### src/rtl/accumulator_sequencer_pkg.sv
// Shared constants for the accumulator beat sequencer: beat encodings, opcodes,
// beat length and the sequencer state encoding.
package accumulator_sequencer_pkg;

  localparam int INSTR_BITS_DEF   = 20;
  localparam int FLYBACK_TIME_DEF = 4;
  localparam int BEAT_LEN         = INSTR_BITS_DEF + FLYBACK_TIME_DEF;

  localparam int ADDR_BITS = 5;
  localparam int FUNC_BITS = 3;
  localparam int FUNC_LSB  = 13;

  typedef enum logic [1:0] {
    BEAT_S1 = 2'd0,
    BEAT_A1 = 2'd1,
    BEAT_S2 = 2'd2,
    BEAT_A2 = 2'd3
  } beat_e;

  typedef enum logic [2:0] {
    FUNC_JMP     = 3'd0,
    FUNC_JRP     = 3'd1,
    FUNC_LDN     = 3'd2,
    FUNC_STO     = 3'd3,
    FUNC_SUB     = 3'd4,
    FUNC_SUB_ALT = 3'd5,
    FUNC_CMP     = 3'd6,
    FUNC_STP     = 3'd7
  } func_e;

  typedef enum logic [2:0] {
    ST_IDLE = 3'd0,
    ST_S1   = 3'd1,
    ST_A1   = 3'd2,
    ST_S2   = 3'd3,
    ST_A2   = 3'd4,
    ST_HALT = 3'd5
  } state_e;

  // IDLE and HALT report beat 0 so downstream logic sees a quiet S1 encoding.
  function automatic beat_e state_to_beat(input state_e s);
    case (s)
      ST_S1:   return BEAT_S1;
      ST_A1:   return BEAT_A1;
      ST_S2:   return BEAT_S2;
      ST_A2:   return BEAT_A2;
      default: return BEAT_S1;
    endcase
  endfunction

endpackage

### src/rtl/accumulator_sequencer_if.sv
// Bundle between the store/CI logic, the sequencer and the accumulator top level.
interface accumulator_sequencer_if;
  import accumulator_sequencer_pkg::*;

  // No valid/ready pairs here: every strobe is beat-timed and sampled on each
  // w_DPG posedge; b_BEAT plus w_XTB tell the consumer where in the word it is.
  logic                 w_RUN;
  logic                 w_S_DATA_IN;
  logic                 w_A_DATA_OUT;
  logic                 w_XTB;
  logic                 w_ACTION_WF;
  logic                 w_A_ZERO;
  logic                 w_INSTR_1_13;
  logic                 w_INSTR_1_14;
  logic                 w_INSTR_1_15;
  logic [ADDR_BITS-1:0] b_INSTR_ADDR;
  logic                 w_SKIP;
  logic                 w_STOPPED;
  logic [1:0]           b_BEAT;
  state_e               dbg_state;

  modport master (
    input  w_RUN, w_S_DATA_IN, w_A_DATA_OUT,
    output w_XTB, w_ACTION_WF, w_A_ZERO,
    output w_INSTR_1_13, w_INSTR_1_14, w_INSTR_1_15, b_INSTR_ADDR,
    output w_SKIP, w_STOPPED, b_BEAT, dbg_state
  );

  modport slave (
    output w_RUN, w_S_DATA_IN, w_A_DATA_OUT,
    input  w_XTB, w_ACTION_WF, w_A_ZERO,
    input  w_INSTR_1_13, w_INSTR_1_14, w_INSTR_1_15, b_INSTR_ADDR,
    input  w_SKIP, w_STOPPED, b_BEAT, dbg_state
  );

endinterface

### src/rtl/accumulator_sequencer_digit_timer.sv
// Digit counter for one beat: counts 0..BEAT_LEN-1 while enabled, flags the wrap digit.
module accumulator_sequencer_digit_timer #(
  parameter int BEAT_LEN = 24,
  parameter int DW       = $clog2(BEAT_LEN)
) (
  input  logic          clk,
  input  logic          rst,
  input  logic          en,
  input  logic          clr,
  output logic [DW-1:0] digit,
  output logic          wrap
);

  localparam logic [DW-1:0] LAST = DW'(BEAT_LEN - 1);

  assign wrap = en && (digit == LAST);

  always_ff @(posedge clk) begin
    if (rst || clr) begin
      digit <= '0;
    end else if (en) begin
      digit <= wrap ? '0 : digit + DW'(1);
    end
  end

endmodule

### src/rtl/accumulator_sequencer.sv
// Beat/digit sequencer: runs S1/A1/S2/A2 per instruction, captures the serial
// instruction in A1 and drives the accumulator write/zero/skip strobes in A2.
module accumulator_sequencer
  import accumulator_sequencer_pkg::*;
#(
  parameter int INSTR_BITS   = INSTR_BITS_DEF,
  parameter int FLYBACK_TIME = FLYBACK_TIME_DEF
) (
  input logic                     w_DPG,
  input logic                     w_RST,
  accumulator_sequencer_if.master bus
);

  localparam int BEAT_CYCLES = INSTR_BITS + FLYBACK_TIME;
  localparam int DW          = $clog2(BEAT_CYCLES);
  localparam logic [DW-1:0] SIGN_DIGIT = DW'(INSTR_BITS - 1);

  state_e                state_q;
  state_e                state_d;
  logic [DW-1:0]         digit;
  logic                  wrap;
  logic                  running;
  logic [ADDR_BITS-1:0]  shadow_addr;
  logic [FUNC_BITS-1:0]  shadow_func;
  logic [ADDR_BITS-1:0]  addr_q;
  logic [FUNC_BITS-1:0]  func_q;
  logic                  action_wf_q;
  logic                  a_zero_q;
  logic                  skip_q;

  assign running = state_q inside {ST_S1, ST_A1, ST_S2, ST_A2};

  accumulator_sequencer_digit_timer #(
    .BEAT_LEN (BEAT_CYCLES),
    .DW       (DW)
  ) u_digit_timer (
    .clk   (w_DPG),
    .rst   (w_RST),
    .en    (running),
    .clr   (!running),
    .digit (digit),
    .wrap  (wrap)
  );

  always_ff @(posedge w_DPG) begin
    if (w_RST) begin
      state_q <= ST_IDLE;
    end else begin
      state_q <= state_d;
    end
  end

  // w_RUN is only looked at in IDLE, HALT and on the A2 wrap, so an
  // instruction in flight always runs to completion.
  always_comb begin
    state_d = state_q;
    case (state_q)
      ST_IDLE: if (bus.w_RUN) state_d = ST_S1;
      ST_S1:   if (wrap) state_d = ST_A1;
      ST_A1:   if (wrap) state_d = ST_S2;
      ST_S2:   if (wrap) state_d = ST_A2;
      ST_A2: begin
        if (wrap) begin
          if (func_q == FUNC_STP) begin
            state_d = ST_HALT;
          end else if (!bus.w_RUN) begin
            state_d = ST_IDLE;
          end else begin
            state_d = ST_S1;
          end
        end
      end
      ST_HALT: if (!bus.w_RUN) state_d = ST_IDLE;
      default: state_d = ST_IDLE;
    endcase
  end

  // Only the address and function digits are kept; the rest of the word
  // passes through A1 unused. The latched copy moves on the A1 wrap.
  always_ff @(posedge w_DPG) begin
    if (w_RST) begin
      shadow_addr <= '0;
      shadow_func <= '0;
      addr_q      <= '0;
      func_q      <= FUNC_JMP;
    end else if (state_q == ST_A1) begin
      for (int i = 0; i < ADDR_BITS; i++) begin
        if (digit == DW'(i)) shadow_addr[i] <= bus.w_S_DATA_IN;
      end
      for (int i = 0; i < FUNC_BITS; i++) begin
        if (digit == DW'(FUNC_LSB + i)) shadow_func[i] <= bus.w_S_DATA_IN;
      end
      if (wrap) begin
        addr_q <= shadow_addr;
        func_q <= shadow_func;
      end
    end
  end

  // Strobes are registered off the next state so they line up with A2 digit 0.
  always_ff @(posedge w_DPG) begin
    if (w_RST) begin
      action_wf_q <= 1'b1;
      a_zero_q    <= 1'b0;
      skip_q      <= 1'b0;
    end else begin
      action_wf_q <= (state_d != ST_A2);
      a_zero_q    <= (state_d == ST_A2) && (func_q == FUNC_LDN);
      if ((state_q == ST_A2) && (func_q == FUNC_CMP) && (digit == SIGN_DIGIT)) begin
        skip_q <= bus.w_A_DATA_OUT;
      end else if ((state_q == ST_S1) && wrap) begin
        skip_q <= 1'b0;
      end
    end
  end

  assign bus.w_XTB        = wrap;
  assign bus.w_ACTION_WF  = action_wf_q;
  assign bus.w_A_ZERO     = a_zero_q;
  assign bus.w_INSTR_1_13 = func_q[0];
  assign bus.w_INSTR_1_14 = func_q[1];
  assign bus.w_INSTR_1_15 = func_q[2];
  assign bus.b_INSTR_ADDR = addr_q;
  assign bus.w_SKIP       = skip_q && (state_q == ST_S1);
  assign bus.w_STOPPED    = (state_q == ST_HALT);
  assign bus.b_BEAT       = state_to_beat(state_q);
  assign bus.dbg_state    = state_q;

endmodule

### src/flat_wrapper.sv
// flat-port wrapper written by rule: the top's interface ports become plain ports
module accumulator_sequencer_flat import accumulator_sequencer_pkg::*;
#(
  parameter int INSTR_BITS   = INSTR_BITS_DEF,
  parameter int FLYBACK_TIME = FLYBACK_TIME_DEF
)
  (w_DPG, w_RST, bus_w_RUN, bus_w_S_DATA_IN, bus_w_A_DATA_OUT, bus_w_XTB, bus_w_ACTION_WF, bus_w_A_ZERO, bus_w_INSTR_1_13, bus_w_INSTR_1_14, bus_w_INSTR_1_15, bus_b_INSTR_ADDR, bus_w_SKIP, bus_w_STOPPED, bus_b_BEAT, bus_dbg_state);
  accumulator_sequencer_if bus_i ();
  input logic w_DPG;
  input logic w_RST;
  input wire logic [$bits(bus_i.w_RUN)-1:0] bus_w_RUN;
  input wire logic [$bits(bus_i.w_S_DATA_IN)-1:0] bus_w_S_DATA_IN;
  input wire logic [$bits(bus_i.w_A_DATA_OUT)-1:0] bus_w_A_DATA_OUT;
  output wire logic [$bits(bus_i.w_XTB)-1:0] bus_w_XTB;
  output wire logic [$bits(bus_i.w_ACTION_WF)-1:0] bus_w_ACTION_WF;
  output wire logic [$bits(bus_i.w_A_ZERO)-1:0] bus_w_A_ZERO;
  output wire logic [$bits(bus_i.w_INSTR_1_13)-1:0] bus_w_INSTR_1_13;
  output wire logic [$bits(bus_i.w_INSTR_1_14)-1:0] bus_w_INSTR_1_14;
  output wire logic [$bits(bus_i.w_INSTR_1_15)-1:0] bus_w_INSTR_1_15;
  output wire logic [$bits(bus_i.b_INSTR_ADDR)-1:0] bus_b_INSTR_ADDR;
  output wire logic [$bits(bus_i.w_SKIP)-1:0] bus_w_SKIP;
  output wire logic [$bits(bus_i.w_STOPPED)-1:0] bus_w_STOPPED;
  output wire logic [$bits(bus_i.b_BEAT)-1:0] bus_b_BEAT;
  output wire logic [$bits(bus_i.dbg_state)-1:0] bus_dbg_state;
  assign bus_i.w_RUN = bus_w_RUN;
  assign bus_i.w_S_DATA_IN = bus_w_S_DATA_IN;
  assign bus_i.w_A_DATA_OUT = bus_w_A_DATA_OUT;
  assign bus_w_XTB = bus_i.w_XTB;
  assign bus_w_ACTION_WF = bus_i.w_ACTION_WF;
  assign bus_w_A_ZERO = bus_i.w_A_ZERO;
  assign bus_w_INSTR_1_13 = bus_i.w_INSTR_1_13;
  assign bus_w_INSTR_1_14 = bus_i.w_INSTR_1_14;
  assign bus_w_INSTR_1_15 = bus_i.w_INSTR_1_15;
  assign bus_b_INSTR_ADDR = bus_i.b_INSTR_ADDR;
  assign bus_w_SKIP = bus_i.w_SKIP;
  assign bus_w_STOPPED = bus_i.w_STOPPED;
  assign bus_b_BEAT = bus_i.b_BEAT;
  assign bus_dbg_state = bus_i.dbg_state;
  accumulator_sequencer #(.INSTR_BITS(INSTR_BITS), .FLYBACK_TIME(FLYBACK_TIME)) u_core (.w_DPG(w_DPG), .w_RST(w_RST), .bus(bus_i));
endmodule
### config.mk
export PLATFORM = sky130hd
export DESIGN_NAME = accumulator_sequencer_flat
export DESIGN_NICKNAME = d
export VERILOG_FILES = /design/src/rtl/accumulator_sequencer_pkg.sv /design/src/rtl/accumulator_sequencer_if.sv /design/src/rtl/accumulator_sequencer_digit_timer.sv /design/src/rtl/accumulator_sequencer.sv /design/src/flat_wrapper.sv
export SDC_FILE = /design/constraint.sdc
export NUM_CORES = 1
export LEC_CHECK = 0
export ABC_AREA = 0
export CAP_MARGIN = 20
export CORE_ASPECT_RATIO = 1.5
export CORE_MARGIN = 8
export CORE_UTILIZATION = 30
export DETAILED_ROUTE_END_ITERATION = 6
export DONT_BUFFER_PORTS = 1
export PLACE_DENSITY = 0.43
export SETUP_SLACK_MARGIN = 0.15
export SLEW_MARGIN = 20
export SYNTH_ARGS = -nofsm -noshare
export SYNTH_HDL_FRONTEND = slang
export SYNTH_SLANG_ARGS = --single-unit
### constraint.sdc
create_clock -name w_DPG -period 4.6 [get_ports w_DPG]
set_clock_uncertainty 0.2 [all_clocks]
set_input_delay 0.69 -clock w_DPG [delete_from_list [all_inputs] [get_ports w_DPG]]
set_output_delay 0.69 -clock w_DPG [all_outputs]
set_load 0.005 [all_outputs]
# Word-level counts from Yosys, hierarchy flattened
# Cells that the tools add are included.
# word_totals
reg_bits	27
wordCells	69
# classes
n_addsub	1
n_eq_ne	19
mux	13
reduce_logical	21
# op_table
operator	n
$mux 3	7
$pmux 3 s6	1
$reduce_and 2->1	9
$eq 3x3->1 const B	5
$eq 5x4->1 const B	3
$eq 5x2->1 const B	2
$eq 5x5->1 const B	2
$eq 3x2->1 const B	3
$logic_and 1x1->1	6
$pmux 2 s3	1
$add 5x1->5 const B	1
$eq 5x1->1 const B	1
$eq 5x3->1 const B	1
$logic_not 5->1	1
$mux 5	1
$reduce_bool 4->1	1
$eq 3x1->1 const B	1
$logic_not 3->1	1
$mux 1	3
$ne 3x3->1 const B	1
$reduce_bool 2->1	1
$logic_not 1->1	1
$logic_or 1x1->1	1

# Depth between registers and ports, before layout
# depth
depth_word	7
ltp_mapped	6

# Hierarchy
# A second synthesis with hierarchy kept.
# hier_totals
hier_cells	143
area_unflattened_um2	1307.5
# modules_own_cells
module	n_inst	cells_per_inst	area_each_um2	seq_area_each_um2
accumulator_sequencer	1	117	1057.3	440.4
accumulator_sequencer_digit_timer	1	26	250.2	100.1

# Least setup slack after synthesis
# Ideal clock, no wire load.
# synth_timing
kind	register to output
from	reg u_core.state_q[1] (netlist: u_core.bus.dbg_state[1])
to	out bus_b_BEAT[0]
arrival_ns	1.241
required_time_ns	3.710
path_slack_ns	2.469
stages_incl_launch_ff	5
cell_sequence	dfxtp_1 > buf_2 > nor3b_1 > buf_2 > nand2b_1
# synth_via
elab_chain_cells	2
# synth_rtl
item	line_no	source
from (decl)	accumulator_sequencer.sv:18	state_e state_q;
from (signal assigned)	accumulator_sequencer.sv:49	state_q <= state_d;
$eq 3x3->1 / $eq 3x2->1 (equally long branches)	accumulator_sequencer_pkg.sv:42	case (s)
$pmux 2 s3 (*)	accumulator_sequencer_pkg.sv:42	
to (decl)	flat_wrapper.sv:23	output wire logic [$bits(bus_i.b_BEAT)-1:0] bus_b_BEAT;
# Every way passes the cells marked *; elsewhere a longest branch is shown, timed or not.

# Final worst setup path
# Same ends and word-level chain as after synthesis.

==> impl_metrics.env <==
export IMPL_grt_pass1_wl_um=5260
export IMPL_final_area_um2=1400
export IMPL_tns_ps=0
export IMPL_drc_errors=0
export IMPL_antenna_found_initial=0
export IMPL_clk_insertion_delay_late_ps=270
export IMPL_required_ps=3710
export IMPL_dpl_cell_area_um2=1350
export IMPL_clock_path_buffers=2
export IMPL_grt_pass1_vias=1089
export IMPL_power_density_nw_per_um2=276
export IMPL_cts_made_buffers=3
export IMPL_arrival_ps=1590
export IMPL_yosysWarningCount=0
export IMPL_wirelength_um=3080
export IMPL_status="finished clean"
export IMPL_internal_power_mw=0.301
export IMPL_comb_power_share_pct=2.3
export IMPL_grt_use_total_pct=9.19
export IMPL_min_period_ps=2480
export IMPL_fmax_mhz=403
export IMPL_p_seq_share_pct=61.8
export IMPL_cts_tree="done"
export IMPL_start_util_pct=31.3
export IMPL_holdCritPathClass="reg -> reg"
export IMPL_place_hpwl_um=2320
export IMPL_drv_cap=0
export IMPL_clkTransAtPathRegs_ps=90
export IMPL_fp_row_count=29
export IMPL_worstSetupEndpointType="primary output"
export IMPL_maxSlewHeadroom_pct=60.6
export IMPL_post_route_period_util_pct=53.9
export IMPL_drt_wirelength_per_cell_um=15.9
export IMPL_cts_root_buf="clkbuf_8"
export IMPL_clkPwrFrac_pct=35.8
export IMPL_avgSynthCellArea_um2=8.68
export IMPL_die_area_um2=6860
export IMPL_maxSlewViolCount=0
export IMPL_postCtsSetupBuffers=0
export IMPL_cts_hold_buf=0
export IMPL_finalHoldViolCount=0
export IMPL_grtUsageMet1_pct=9.02
export IMPL_grt_util_met2_pct=16.5
export IMPL_ys_seq_area_share_pct=40.7
export IMPL_die_h_um=97.5
export IMPL_cts_resized=0
export IMPL_viasPerCell=5.30
export IMPL_antenna_left=0
export IMPL_gp_congestion=0.800
export IMPL_drive_gt1_share_pct=8.11
export IMPL_swShare_pct=21.9
export IMPL_grt_max_degree=22
export IMPL_die_x_um=70.3
export IMPL_setup_viol=0
export IMPL_tightest_slew_ps=591
export IMPL_ir_drop_uv=121
export IMPL_htree_levels=1
export IMPL_dr_pass1_iters=4
export IMPL_cts_sinks=27
export IMPL_syn_area_um2=1330
export IMPL_synth_cell_types=40
export IMPL_leakagePower_nw=0.498
export IMPL_nNetsFinal=159
export IMPL_gr_total_overflow=0
export IMPL_area_delta_synth_final_pct=5.08
export IMPL_synthesis_nets=163
export IMPL_rsz0062_at_grt="no"
export IMPL_critPathKind="reg -> out"
export IMPL_p_sw_mw=0.0844
export IMPL_core_um2=4250
export IMPL_synth_cells=153
export IMPL_vias=1028
export IMPL_portBuffers=0
export IMPL_io_pin_count=23
export IMPL_synth_seq_cells=27
export IMPL_cp_start_kind="flip-flop"
export IMPL_drtIter0Drc=27
export IMPL_top_usage_layer="met2"
export IMPL_use_met3_pct=3.58
export IMPL_diodes=0
export IMPL_cp_max_fo=16
## kinds of logic after synthesis
group                    after synthesis  share of synthesized area (%)
adder cells (fa/ha/maj)                5                           4.71
XOR/XNOR                               4                           2.64
buffers and inverters                 16                           5.18
AND/OR/NAND/NOR                       72                           30.0
multiplexers                           9                           6.78
flip-flops                            27                           40.7
AO/OA/AOI/OAI                         20                           9.98
## placed cells by master (no fill, tap or decap), types with 2 or more instances in the layout
cell,count
nor2_1,20
mux2i_1,9
nand2b_1,3
clkbuf_8,3
xnor2_1,3
nand3_1,16
dfxtp_1,27
inv_1,5
nand4_1,2
nand4b_1,2
nor3_1,2
nand2_1,14
ha_1,5
a21oi_1,10
## per-layer routing
| layer | vias to the layer above | routed length [um] |
|---|---|---|
| met5 | - | 0 |
| met4 | 0 | 25 |
| met3 | 2 | 242 |
| met2 | 20 | 1570 |
| met1 | 482 | 1240 |
| li1 | 524 | - |
## final timing paths
check | depth (start not counted) | from | endpoint | slack [ps]
worst max-delay path | 3 | u_core.bus.dbg_state[1] | bus_b_BEAT[0] | 2120
worst min-delay path | 2 | u_core.shadow_func[2] | u_core.shadow_func[2] | 270
worst max register to register | 5 | u_core.u_digit_timer.digit[0] | u_core.bus.w_A_ZERO | 2400
worst min register to register | 2 | u_core.shadow_func[2] | u_core.shadow_func[2] | 270
## Yosys cell counts
cell type	n	area (um2)
nor4bb_1	1	10.0
inv_2	1	3.75
o31ai_1	1	7.51
or3b_4	1	11.3
ha_1	5	62.6
xnor2_1	3	26.3
xor2_1	1	8.76
and3_1	1	6.26
mux2i_1	9	90.1
a21oi_1	10	50.1
nand2b_1	3	18.8
nand2_1	14	52.6
nor2b_1	1	6.26
and4_1	1	8.76
nor3b_1	1	7.51
o31a_1	1	8.76
nor3_1	2	10.0
dfxtp_1	27	541
nor4b_4	1	23.8
a32oi_1	1	8.76
a21oi_2	1	8.76
a21o_1	1	7.51
o21ai_0	1	5.00
nor2_1	20	75.1
and4b_1	1	10.0
nor4_2	1	12.5
a211oi_1	1	7.51
o32ai_1	1	8.76
clkbuf_1	3	11.3
nand3_1	16	80.1
a2bb2oi_1	1	8.76
nand4_1	2	12.5
nand4b_1	2	17.5
or2_2	1	6.26
buf_2	7	35.0
nor4b_2	1	15.0
or3_1	1	6.26
and3b_1	1	8.76
inv_1	5	18.8
o41a_1	1	11.3
## worst max-delay path, cell delays in order, from the launching register on
cell	delay, ps
dfxtp_1	680
nor3b_1	270
buf_4	220
nand2b_1	140
## state kept, by name (all words and copies together), names as in the netlist
register / flops
u_core.bus.dbg_state: 3
u_core.bus.w_A_ZERO: 1
u_core.bus.w_ACTION_WF: 1
u_core.shadow_addr: 5
u_core.u_digit_timer.digit: 5
u_core.func_q: 3
u_core.shadow_func: 3
u_core.bus.b_INSTR_ADDR: 5
u_core.skip_q: 1
## power by group through the flow
| stage | combinational [mW] | sequential [mW] | clock, mW |
|---|---|---|---|
| final | 0.00898 | 0.238 | 0.138 |
| after global routing | 0.0104 | 0.239 | 0.150 |
| after CTS | 0.00917 | 0.238 | 0.147 |
| after detailed placement | 0.00912 | 0.244 | 0 |
| after global placement | 0.00921 | 0.243 | 0 |
| after floorplan | 0.0121 | 0.241 | 0 |
## final cells by class
class | instances | area [um2]
Clock inverter | 1 | 7.51
Tap cell | 46 | 57.6
Timing Repair Buffer | 1 | 7.51
Fill cell | 450 | 2850
Multi-Input combinational cell | 110 | 719
Inverter | 6 | 22.5
Sequential cell | 27 | 541
Clock buffer | 3 | 41.3
## stage by stage
| step | total power, mW | utilization, % | hold slack (ps) | instances | setup WS (ps) |
|---|---|---|---|---|---|
| after floorplan | 0.254 | - | 237 | 153 | 2470 |
| after global placement | 0.253 | 31.7 | 242 | 190 | 2410 |
| after detailed placement | 0.253 | 31.7 | 252 | 190 | 2400 |
| after CTS | 0.394 | 32.9 | 263 | 194 | 2080 |
| after global routing | 0.399 | 32.9 | 261 | 194 | 1960 |
| final | 0.385 | 32.9 | 267 | 194 | 2120 |
Power figures use the tool's default switching activity.
